$ cat src/rtl/mem_stage.sv
// MEM stage of the RV32I pipeline: latches the EX bundle, runs one load/store on the
// valid/ack data port, aligns load data and hands {rf_we, wb_reg, wb_data} to WB.
module mem_stage #(
  parameter int EX_TO_MEM_W = 75,
  parameter int MEM_TO_WB_W = 38
) (
  input  logic                   clk,
  input  logic                   rst_n,
  input  logic [EX_TO_MEM_W-1:0] ex_to_mem_bus,
  input  logic                   ex_to_mem_valid,
  output logic                   mem_allow_in,
  output logic [MEM_TO_WB_W-1:0] mem_to_wb_bus,
  output logic                   mem_to_wb_valid,
  input  logic                   wb_allow_in,
  output logic [39:0]            mem_to_id_bus,
  output logic                   data_req,
  output logic                   data_we,
  output logic [31:0]            data_addr,
  output logic [3:0]             data_wstrb,
  output logic [31:0]            data_wdata,
  input  logic                   data_ack,
  input  logic [31:0]            data_rdata,
  output logic                   mem_excp_valid,
  output logic [3:0]             mem_excp_code,
  output logic [31:0]            mem_excp_addr
);

  typedef enum logic [1:0] {IDLE, WAIT, DONE} state_t;

  state_t                 state;
  logic                   mem_valid;
  logic [EX_TO_MEM_W-1:0] mem_regs;
  logic [31:0]            ldbuf;

  // Fields are taken from a zeroed copy while the stage is empty so nothing
  // un-reset ever reaches the outputs.
  logic [EX_TO_MEM_W-1:0] cur;
  logic        mem_re, mem_we, rf_we;
  logic [2:0]  funct3;
  logic [4:0]  wb_reg;
  logic [31:0] alu_result, store_data;

  assign cur = mem_valid ? mem_regs : '0;
  assign {mem_re, mem_we, funct3, rf_we, wb_reg, alu_result, store_data} = cur;

  logic is_mem, misaligned, ack_ok, ready_go, out_rf_we;
  logic [31:0] ld_word, bsel, ld_data, wb_data;
  logic [15:0] hsel;

  assign is_mem     = mem_re | mem_we;
  assign misaligned = is_mem & (((funct3[1:0] == 2'b01) & alu_result[0]) |
                                ((funct3[1:0] == 2'b10) & (|alu_result[1:0])));

  assign data_req = mem_valid & is_mem & ~misaligned & (state != DONE);
  assign ack_ok   = data_req & data_ack;
  assign ready_go = ~is_mem | misaligned | (state == DONE) | ack_ok;

  assign mem_to_wb_valid = mem_valid & ready_go;
  assign mem_allow_in    = ~mem_valid | (ready_go & wb_allow_in);

  // Request side
  assign data_we   = mem_we;
  assign data_addr = {alu_result[31:2], 2'b00};

  always_comb begin
    data_wstrb = 4'b1111;
    data_wdata = store_data;
    case (funct3[1:0])
      2'b00: begin
        data_wstrb = 4'b0001 << alu_result[1:0];
        data_wdata = {4{store_data[7:0]}};
      end
      2'b01: begin
        data_wstrb = alu_result[1] ? 4'b1100 : 4'b0011;
        data_wdata = {2{store_data[15:0]}};
      end
      default: ;
    endcase
  end

  // Load alignment; ldbuf only holds meaningful data once DONE is reached
  always_comb begin
    ld_word = ack_ok ? data_rdata : ((state == DONE) ? ldbuf : 32'h0);
    bsel    = ld_word >> {alu_result[1:0], 3'b000};
    hsel    = alu_result[1] ? ld_word[31:16] : ld_word[15:0];
    case (funct3[1:0])
      2'b00:   ld_data = funct3[2] ? {24'h0, bsel[7:0]} : {{24{bsel[7]}}, bsel[7:0]};
      2'b01:   ld_data = funct3[2] ? {16'h0, hsel} : {{16{hsel[15]}}, hsel};
      default: ld_data = ld_word;
    endcase
  end

  assign wb_data   = mem_re ? ld_data : alu_result;
  assign out_rf_we = rf_we & ~mem_we & ~misaligned;

  assign mem_to_wb_bus = {out_rf_we, wb_reg, wb_data};
  assign mem_to_id_bus = {mem_valid, mem_valid & out_rf_we, mem_valid & mem_re & ~ready_go,
                          wb_reg, ready_go ? wb_data : alu_result};

  assign mem_excp_valid = mem_valid & misaligned;
  assign mem_excp_code  = mem_we ? 4'd6 : 4'd4;
  assign mem_excp_addr  = alu_result;

  always_ff @(posedge clk) begin
    if (!rst_n) begin
      state     <= IDLE;
      mem_valid <= 1'b0;
    end else begin
      if (mem_allow_in) mem_valid <= ex_to_mem_valid;
      if (mem_allow_in && ex_to_mem_valid) mem_regs <= ex_to_mem_bus;
      case (state)
        IDLE, WAIT: begin
          if (ack_ok) begin
            ldbuf <= data_rdata;
            state <= wb_allow_in ? IDLE : DONE;
          end else if (data_req) begin
            state <= WAIT;
          end
        end
        DONE:    if (wb_allow_in) state <= IDLE;
        default: state <= IDLE;
      endcase
    end
  end

endmodule

$ cat config.mk
export PLATFORM = sky130hd
export DESIGN_NAME = mem_stage
export DESIGN_NICKNAME = d
export VERILOG_FILES = /design/src/rtl/mem_stage.sv
export SDC_FILE = /design/constraint.sdc
export NUM_CORES = 1
export LEC_CHECK = 0
export CAP_MARGIN = 20
export CORE_UTILIZATION = 40
export DETAILED_ROUTE_END_ITERATION = 6
export PLACE_DENSITY = 0.88
export SYNTH_ARGS = -nofsm -noshare
export SYNTH_HDL_FRONTEND = slang
export SYNTH_SLANG_ARGS = --single-unit
$ cat constraint.sdc
create_clock -name clk -period 4.25 [get_ports clk]
set_input_delay 1.0625 -clock clk [delete_from_list [all_inputs] [get_ports clk]]
set_output_delay 1.0625 -clock clk [all_outputs]
set_load 0.01 [all_outputs]
# Word level (Yosys, flattened, before mapping)
# Cells that the tools add are included.
[totals]
regBits = 110
latchBits = 0
mem_bits_rw = 0
mem_bits_ro = 0
inputBits = 112
out_inout_bits = 187
elab_cells = 65
mem_count = 0
[op_classes]
addsub = 0
n_mul = 0
div = 0
n_lt_le_gt_ge = 0
n_eq_ne = 7
shift = 2
n_mux = 18
bitwise = 26
reduce_logical = 8
[op_table]
columns = ["op", "count"]
rows = [
  ["2-to-1 mux 32 bit", 6],
  ["case mux 32 bit (2 select lines)", 2],
  ["2-to-1 mux 75 bit", 1],
  [">> shifter 32 x 5 -> 8 bit", 1],
  ["2-to-1 mux 16 bit", 1],
  ["AND 1 bit", 15],
  ["2-to-1 mux 2 bit", 5],
  ["case mux 4 bit (2 select lines)", 1],
  ["bitwise OR 1 bit", 6],
  ["inverter 1 bit", 5],
  ["equality test 2 x 1 -> 1 bit, second input constant", 2],
  ["equality test 2 bit, second input constant", 2],
  ["logical NOT 2 bit", 2],
  ["2-to-1 mux 4 bit", 1],
  ["!= test 2 bit, second input constant", 2],
  ["case mux 2 bit (2 select lines)", 1],
  ["AND reduction 2 bit", 2],
  ["OR reduction 2 bit", 2],
  ["<< shifter 1 x 2 -> 4 bit, first input constant", 1],
  ["!= test 3 bit, second input constant", 1],
  ["AND reduction 3 bit", 1],
  ["logical AND 1 bit", 1],
]

# Depth between registers and ports, before layout
# Gate-level depths: netlist of the first run.
[logic_depth]
word_depth = 15
ltp_mapped = 9
depth_no_buf = 7

# Worst setup path before layout of the first run
# No wires, ideal clock.
[synth_path]
kind = "input-to-reg"
start = "input port data_ack"
end = "register mem_regs[0], enable pin"
setup_ps = 442
t_arrival_ps = 3486
required_time_ps = 3808
slack_ps = 322
path_stages = 6
n_path_buf = 1
path_cell_list = "clkbuf_1 -> inv_1 -> nand2_1 -> nand2_1 -> nand2_1 -> and3_1"
[synth_via]
elab_chain_cells = 6
[synth_lines]
columns = ["element", "line", "text"]
rows = [
  ["start: declaration", "21", "input logic data_ack,"],
  ["AND 1 bit", "55", "assign ack_ok = data_req & data_ack;"],
  ["bitwise OR 1 bit", "56", "assign ready_go = ~is_mem | misaligned | (state == DONE) | ack_ok;"],
  ["AND 1 bit", "59", "assign mem_allow_in = ~mem_valid | (ready_go & wb_allow_in);"],
  ["bitwise OR 1 bit", "59", ""],
  ["net mem_allow_in", "11", "output logic mem_allow_in,"],
  ["logical AND 1 bit", "110", "if (mem_allow_in && ex_to_mem_valid) mem_regs <= ex_to_mem_bus;"],
  ["AND reduction 2 bit (no line)", "--", ""],
  ["end signal: assignment", "110", ""],
  ["end: declaration", "32", "logic [EX_TO_MEM_W-1:0] mem_regs;"],
]
# The timed path passes the listed nets, and every way through them passes these cells.
# A chain may end at the register's enable or synchronous reset.

# Worst setup path in the final report of the first run
[layout_path]
start = "register mem_regs[32]"
end = "output port mem_to_id_bus[0]"
[layout_via]
elab_chain_cells = 15
word_cells_on_any_way = 21
cone_classes = "shift: 1; mux: 8; bitwise: 11; reduce/logical: 1"
[layout_lines]
columns = ["element", "line", "text"]
rows = [
  ["2-to-1 mux 75 bit (*)", "43", "assign cur = mem_valid ? mem_regs : '0;"],
  ["OR reduction 2 bit", "52", "((funct3[1:0] == 2'b10) & (|alu_result[1:0])));"],
  ["AND 1 bit", "52", ""],
  ["bitwise OR 1 bit", "51", "assign misaligned = is_mem & (((funct3[1:0] == 2'b01) & alu_result[0]) |"],
  ["AND 1 bit", "51", ""],
  ["inverter 1 bit", "54", "assign data_req = mem_valid & is_mem & ~misaligned & (state != DONE);"],
  ["AND 1 bit (2 in a row)", "54", ""],
  ["AND 1 bit", "55", ""],
  ["2-to-1 mux 32 bit", "83", "ld_word = ack_ok ? data_rdata : ((state == DONE) ? ldbuf : 32'h0);"],
  [">> shifter 32 x 5 -> 8 bit / 2-to-1 mux 16 bit (equally long branches)", "84, 85", ""],
  ["2-to-1 mux 32 bit, on equally long branches", "87, 88", ""],
  ["case mux 32 bit (2 select lines)", "86", "case (funct3[1:0])"],
  ["2-to-1 mux 32 bit", "93", "assign wb_data = mem_re ? ld_data : alu_result;"],
  ["2-to-1 mux 32 bit (*)", "98", "wb_reg, ready_go ? wb_data : alu_result};"],
  ["end: declaration", "15", "output logic [39:0] mem_to_id_bus,"],
]
# Mark *: on every way between the ends. The rest lies on a longest branch, timed or not.

==> results.md, run 1 <==
* Outcome: complete, no violations
* CP Cell Sequence: o21ba_1, a2111oi_4, buf_6, buf_12, nand3_1, a32oi_2, buf_4, o221ai_1, o21ai_0, clkdlybuf4s50_1
* WL per Instance at 19.97 µm
* Critical Path End Type: primary output
* Synth area leaders: edfxtp_1 (49%), buf_4 (4.9%), a21oi_1 (4.7%)
* IO Pins at 299
* Hold Path Class: reg2reg
* Count of final hold-check violations at 0
* Crit path kind: reg2out
* Levels on crit path at 10
* Worst Path Max Fanout at 35
* CTS tree: built
* Lkg Pwr at 4.103 nW
* R2R Setup Slk at 1.66 ns
* Vias in the first global route at 6144
* P per Cell Area at 267.7 nW/µm²
* Synth Instances at 677
* Post-synth EDFFs at 107
* Yosys warns at 0
* Yosys reg bits at 110
* Setup crit end: mem_to_id_bus[0]
* Crit-path max cell delay at 0.55 ns
* Final ANT Viol Nets at 0
* Initial DRT Pass Iterations at 6
* Fin crit period at 4.239 ns
* Critical path origin: mem_regs[32]$_DFFE_PP_
* R2R Path End: mem_regs[36]$_DFFE_PP_
* Max VDD drop at 0.2206 mV
* RSZ-0062 raised after global routing: yes
* Clk sinks at 110
* Cts hold-fix bufs at 0
* Hold slack at 0.5506 ns
* Endpoints failing setup at 0
* Final core occ at 63.60%
* Synth cell types at 50
* Max Root-Sink Buffers at 2
* Pins Over Slew Limit at 0
* Layout cells sized above 1 at 12.22%
* Synth top area share at 48.57%
* TNS Setup at 0 ns
* Die height at 130.6 µm
* ANT cells at 0
* Die area at 17060 µm²
* First DRT Iteration DRCs at 653
* GPL Wtd Cong at 0.9137
* Post-DP HPWL at 16.75 mm
* Worst EP arrival at 3.18 ns
* Max cap viols at 0
* Cell count of the worst reg-to-reg path at 9
* First-pass GRT wire length at 33.53 mm
* Tot GR Track Use at 26.22%
* CTS H-tree lvls at 3
* Critical path's slowest cell: clkdlybuf4s50_1
* Grt ovf at 0
* Clock transition at the registers of the reported paths at 0.07 ns
* Vias/cell at 5.662
* Post-synth top area cell: edfxtp_1
* Port bufs at 293
* Share of flip-flops with an asynchronous set or reset at 0%
* Vias at 6596
* Worst Path Buf+Inv at 4
* Tcrit/Tclk final at 99.75%
* Most frequent cells after synthesis: edfxtp_1 (107), nand2_1 (66), a21oi_1 (62)
* R2r startpoint: mem_regs[32]$_DFFE_PP_
* Root Buffer: clkbuf_16
* Largest net degree at the start of global routing at 64
* Initial antenna violation count at 1
* Starting density of the core at 41.34%
* DRC at 0
* CP startpoint kind: flop
* Die X at 130.6 µm
* Post-synthesis area per instance at 9.771 µm²
* Worst-Margin Slew at 0.8263 ns
* CTS buffer count at 9
* Delay-heaviest family, CP: compound AO/OA/AOI/OAI gates
* Most common cell in the netlist: edfxtp_1
* Clock Latency Late Sink at 0.36 ns
* Final wirelength at 23.26 mm
* Nets at 1057
* Worst EP required at 3.19 ns
* Synth Flop Type: edfxtp_1
* Core area at 16000 µm²
* Synthesized area at 6615 µm²
* Peak Freq at 235.9 MHz
* Row count at 46
* Relative slew slack at 44.78%
* Clk_skew at 0.01097 ns
* Area growth from synthesis to layout at 53.83%
* Seq/Total Area, Yosys at 49.48%
## worst min-delay path: cells and delay by family (launching register included)
kind	cells	cell delay (ns)
flops	1	0.35
simple gates	2	0.16
## worst min-delay path by stage
| stage | slack [ns] | startpoint | cells after the start | end |
|---|---|---|---|---|
| 2_1_floorplan | 0.48 | state[0]$_SDFFE_PN0P_ | 2 | state[0]$_SDFFE_PN0P_ |
| 5_1_grt | 0.60 | state[0]$_SDFFE_PN0P_ | 2 | state[0]$_SDFFE_PN0P_ |
| 3_5_place_dp | 0.55 | state[0]$_SDFFE_PN0P_ | 2 | state[0]$_SDFFE_PN0P_ |
| 6_report | 0.55 | state[0]$_SDFFE_PN0P_ | 2 | state[0]$_SDFFE_PN0P_ |
| 3_3_place_gp | 0.52 | state[0]$_SDFFE_PN0P_ | 2 | state[0]$_SDFFE_PN0P_ |
| 4_1_cts | 0.56 | state[0]$_SDFFE_PN0P_ | 2 | state[0]$_SDFFE_PN0P_ |
## routing by layer
| metal | vias to the layer above | global-route usage, % | share of wire [%] |
|---|---|---|---|
| li1 | 3001 | - | - |
| met1 | 3172 | 31.91 | 37 |
| met2 | 382 | 44.85 | 50 |
| met3 | 39 | 7.166 | 9.9 |
| met4 | 2 | 8.654 | 2.2 |
| met5 | - | 0 | 0.056 |
## stage by stage
| stage | instances | power [mW] | worst slack [ns] | cell area (µm²) |
|---|---|---|---|---|
| floorplan | 680 | 1.553 | 0.3219 | 6626 |
| global placement | 1145 | 1.881 | -0.1941 | 9774 |
| detailed placement | 1145 | 1.895 | -0.1988 | 9774 |
| CTS | 1161 | 2.730 | -0.003244 | 10070 |
| global route | 1165 | 2.821 | -0.1014 | 10180 |
| finish | 1165 | 2.724 | 0.01075 | 10180 |
## power by group
group          internal (mW)  total (mW)  switching (mW)
Sequential              1.23        1.26          0.0213
Clock                  0.456       0.847           0.391
Combinational          0.320       0.622           0.302
## cells by family (layout without fill, tap and decap cells)
kind of cell	after synthesis	count (layout)	share of synthesized area, %
buf+inv	125	394	10.02
simple gates	199	199	14.62
mux	18	18	2.724
compound gates	223	223	23.04
flops	110	110	49.48
other cells	2	5	0.1135
## placed cells by master (no fill, tap or decap), types with 20 or more instances in the layout
| cell | instances |
|---|---|
| dlymetal6s2s_1 | 20 |
| a21oi_1 | 61 |
| buf_4 | 52 |
| dlygate4sd2_1 | 33 |
| inv_1 | 22 |
| clkdlybuf4s50_1 | 236 |
| and2_1 | 31 |
| nand2_1 | 65 |
| edfxtp_1 | 107 |
| nor2_1 | 35 |
| o21ai_0 | 34 |
## layout make-up
cell class	instances	area [µm²]
clock buffers	10	229.0
clock inverters	5	58.81
fillers	1288	5824
inverters	24	90.09
multi-input cells	445	2776
flip-flops and latches	110	3274
well taps	216	270.3
repair buffers	355	3477
## timing repair
action / 4_1_cts / 5_1_grt
gates resized for setup: 46 / 39
setup buffers: 1 / 4
endpoints found under the setup margin: 64 / 34
pin swaps: 2 / 1
## sequential cells by signal, indices dropped and copies added (netlist names)
signal,flops
ldbuf,32
mem_regs,75
mem_valid,1
state,2
No activity file was read; power rests on OpenSTA's default activity.
==> run 2: changes to the inputs <==
- CTS_CLUSTER_SIZE: default -> 30
==> results of run 2 <==
The final DEF is identical to that of run 1; final timing and power are the same.
==> run 3: changes to the inputs <==
- CTS_BUF_LIST: default -> sky130_fd_sc_hd__clkbuf_4
==> results.md, run 3 (synthesis gave the netlist of run 1 again) <==
* CTS H-tree lvls at 3
* GPL Wtd Cong at 0.9137
* ANT cells at 0
* Clock Latency Late Sink at 0.51 ns
* Final setup margin at -0.06735 ns
* Fin cells at 1175
* Vias in the first global route at 6190
* DRC at 0
* Worst EP arrival at 3.25 ns
* Final ANT Viol Nets at 0
* Nets at 1067
* Die height at 130.6 µm
* First-pass GRT wire length at 33.68 mm
* Port bufs at 293
* Clk sinks at 110
* Fin crit period at 4.317 ns
* First DRT Iteration DRCs at 598
* Count of final hold-check violations at 0
* Critical Path End Type: primary output
* Area growth from synthesis to layout at 52.41%
* Clock transition at the registers of the reported paths at 0.17 ns
* Peak Freq at 231.6 MHz
* CTS buffer count at 9
* Tot GR Track Use at 26.40%
* Biggest register: mem_regs
* Lkg Pwr at 3.824 nW
* Max cap viols at 0
* Cts hold-fix bufs at 0
* R2r startpoint: mem_regs[32]$_DFFE_PP_
* Vias/cell at 5.631
* Worst Path Max Fanout at 7
* RSZ-0062 raised after global routing: yes
* Failing checks: negative setup slack
* Vias at 6617
* Starting density of the core at 41.34%
* Row count at 46
* Initial antenna violation count at 1
* Die X at 130.6 µm
* P per Cell Area at 242.3 nW/µm²
* Hold slack at 0.5722 ns
* Clk_skew at 0.02754 ns
* Core area at 16000 µm²
* Tcrit/Tclk final at 101.6%
* Largest net degree at the start of global routing at 64
* Most frequent cells in the layout: clkdlybuf4s50_1 (226), edfxtp_1 (107), nand2_1 (64)
* Crit path kind: reg2out
* Relative slew slack at 40.55%
* IO Pins at 299
* Worst EP required at 3.19 ns
* Post-DP HPWL at 16.75 mm
* Die area at 17060 µm²
* Endpoints failing setup at 3
* Hold Path Class: reg2reg
* WL per Instance at 20.02 µm
* Flip-flop count of the largest register after layout at 75
* Initial DRT Pass Iterations at 5
* Layout cells sized above 1 at 20.54%
* Placed insts at 1145
* Grt ovf at 0
* Final wirelength at 23.52 mm
* Worst-Margin Slew at 0.8897 ns
* Max VDD drop at 0.2028 mV
* Max Root-Sink Buffers at 2
* Hold_sp: state[0]$_SDFFE_PN0P_
* CP startpoint kind: flop
* Critical path origin: mem_regs[32]$_DFFE_PP_
* Most common cell after layout, fill and taps aside: clkdlybuf4s50_1
* Root Buffer: clkbuf_4
* Outcome: finished with violations
* Largest registers: mem_regs: 75 flops, ldbuf: 32 flops, state: 2 flops
* CTS tree: built
* Pins Over Slew Limit at 0
[run 3: changes by cell type in the layout (fill, tap and decap cells not counted), sizes merged]
| cell | delta |
|---|---|
| dlygate4sd2 | -24 |
| dlymetal6s2s | -17 |
| clkbuf | +14 |
| clkdlybuf4s50 | -10 |
| buf | +40 |
| clkdlybuf4s15 | +6 |
| bufbuf | +1 |
[run 3: layout make-up]
type / instances / area, µm²
fill: 1319 / 5918
timing repair buffer: 365 / 3390
sequential: 110 / 3274
multi-input combinational: 445 / 2924
tap: 216 / 270.3
inverter: 24 / 90.09
clock buffer: 10 / 75.07
clock inverter: 5 / 58.81
[run 3: timing repair]
item / 4_1_cts / 5_1_grt
buffers inserted: 7 / 8
cloned: 1 / 0
resized for setup: 110 / 164
pin swaps: 8 / 22
endpoints found under the setup margin: 65 / 61
[run 3: layer usage]
metal / track usage (%) / share of wire [%] / up-vias / routed length, µm
li1: - / - / 3022 / -
met3: 6.515 / 8.8 / 33 / 2080
met5: 0 / 0.055 / - / 13
met1: 31.55 / 38 / 3194 / 8960
met4: 11.16 / 2.2 / 2 / 517
met2: 45.28 / 51 / 366 / 11950
[run 3: power by group]
| part | switching [mW] | internal (mW) |
|---|---|---|
| Clock | 0.358 | 0.184 |
| Sequential | 0.0214 | 1.23 |
| Combinational | 0.316 | 0.330 |
[run 3: path summary, 6_finish.rpt]
check / cells past startpoint / to / slack [ns]
worst max-delay path: 14 / mem_to_id_bus[23] / -0.07
worst min-delay path: 2 / state[0]$_SDFFE_PN0P_ / 0.57
worst max register to register: 12 / mem_regs[60]$_DFFE_PP_ / 1.42
worst min register to register: 2 / state[0]$_SDFFE_PN0P_ / 0.57
[run 3: stage by stage]
stage          cell area, µm²  TNS (ns)  power, mW  worst slack (ns)  util, %
2_1_floorplan            6626         0      1.553            0.3219        -
3_3_place_gp             9774    -5.640      1.881           -0.1941    61.09
3_5_place_dp             9774    -8.034      1.895           -0.1988    61.09
4_1_cts                  9967   -0.2764      2.426           -0.1865    62.29
5_1_grt                 10080    -2.208      2.533           -0.2019    63.01
6_report                10080  -0.08044      2.443          -0.06735    63.01
[run 3: critical path: stages (launching register included)]
cell	delay (ns)
edfxtp_1	0.45
buf_6	0.14
and3b_2	0.23
a2111oi_4	0.22
buf_6	0.17
buf_12	0.10
a31oi_4	0.08
nor4_4	0.34
buf_4	0.18
buf_6	0.09
buf_6	0.09
buf_8	0.13
a21oi_4	0.07
a311oi_2	0.27
buf_2	0.18
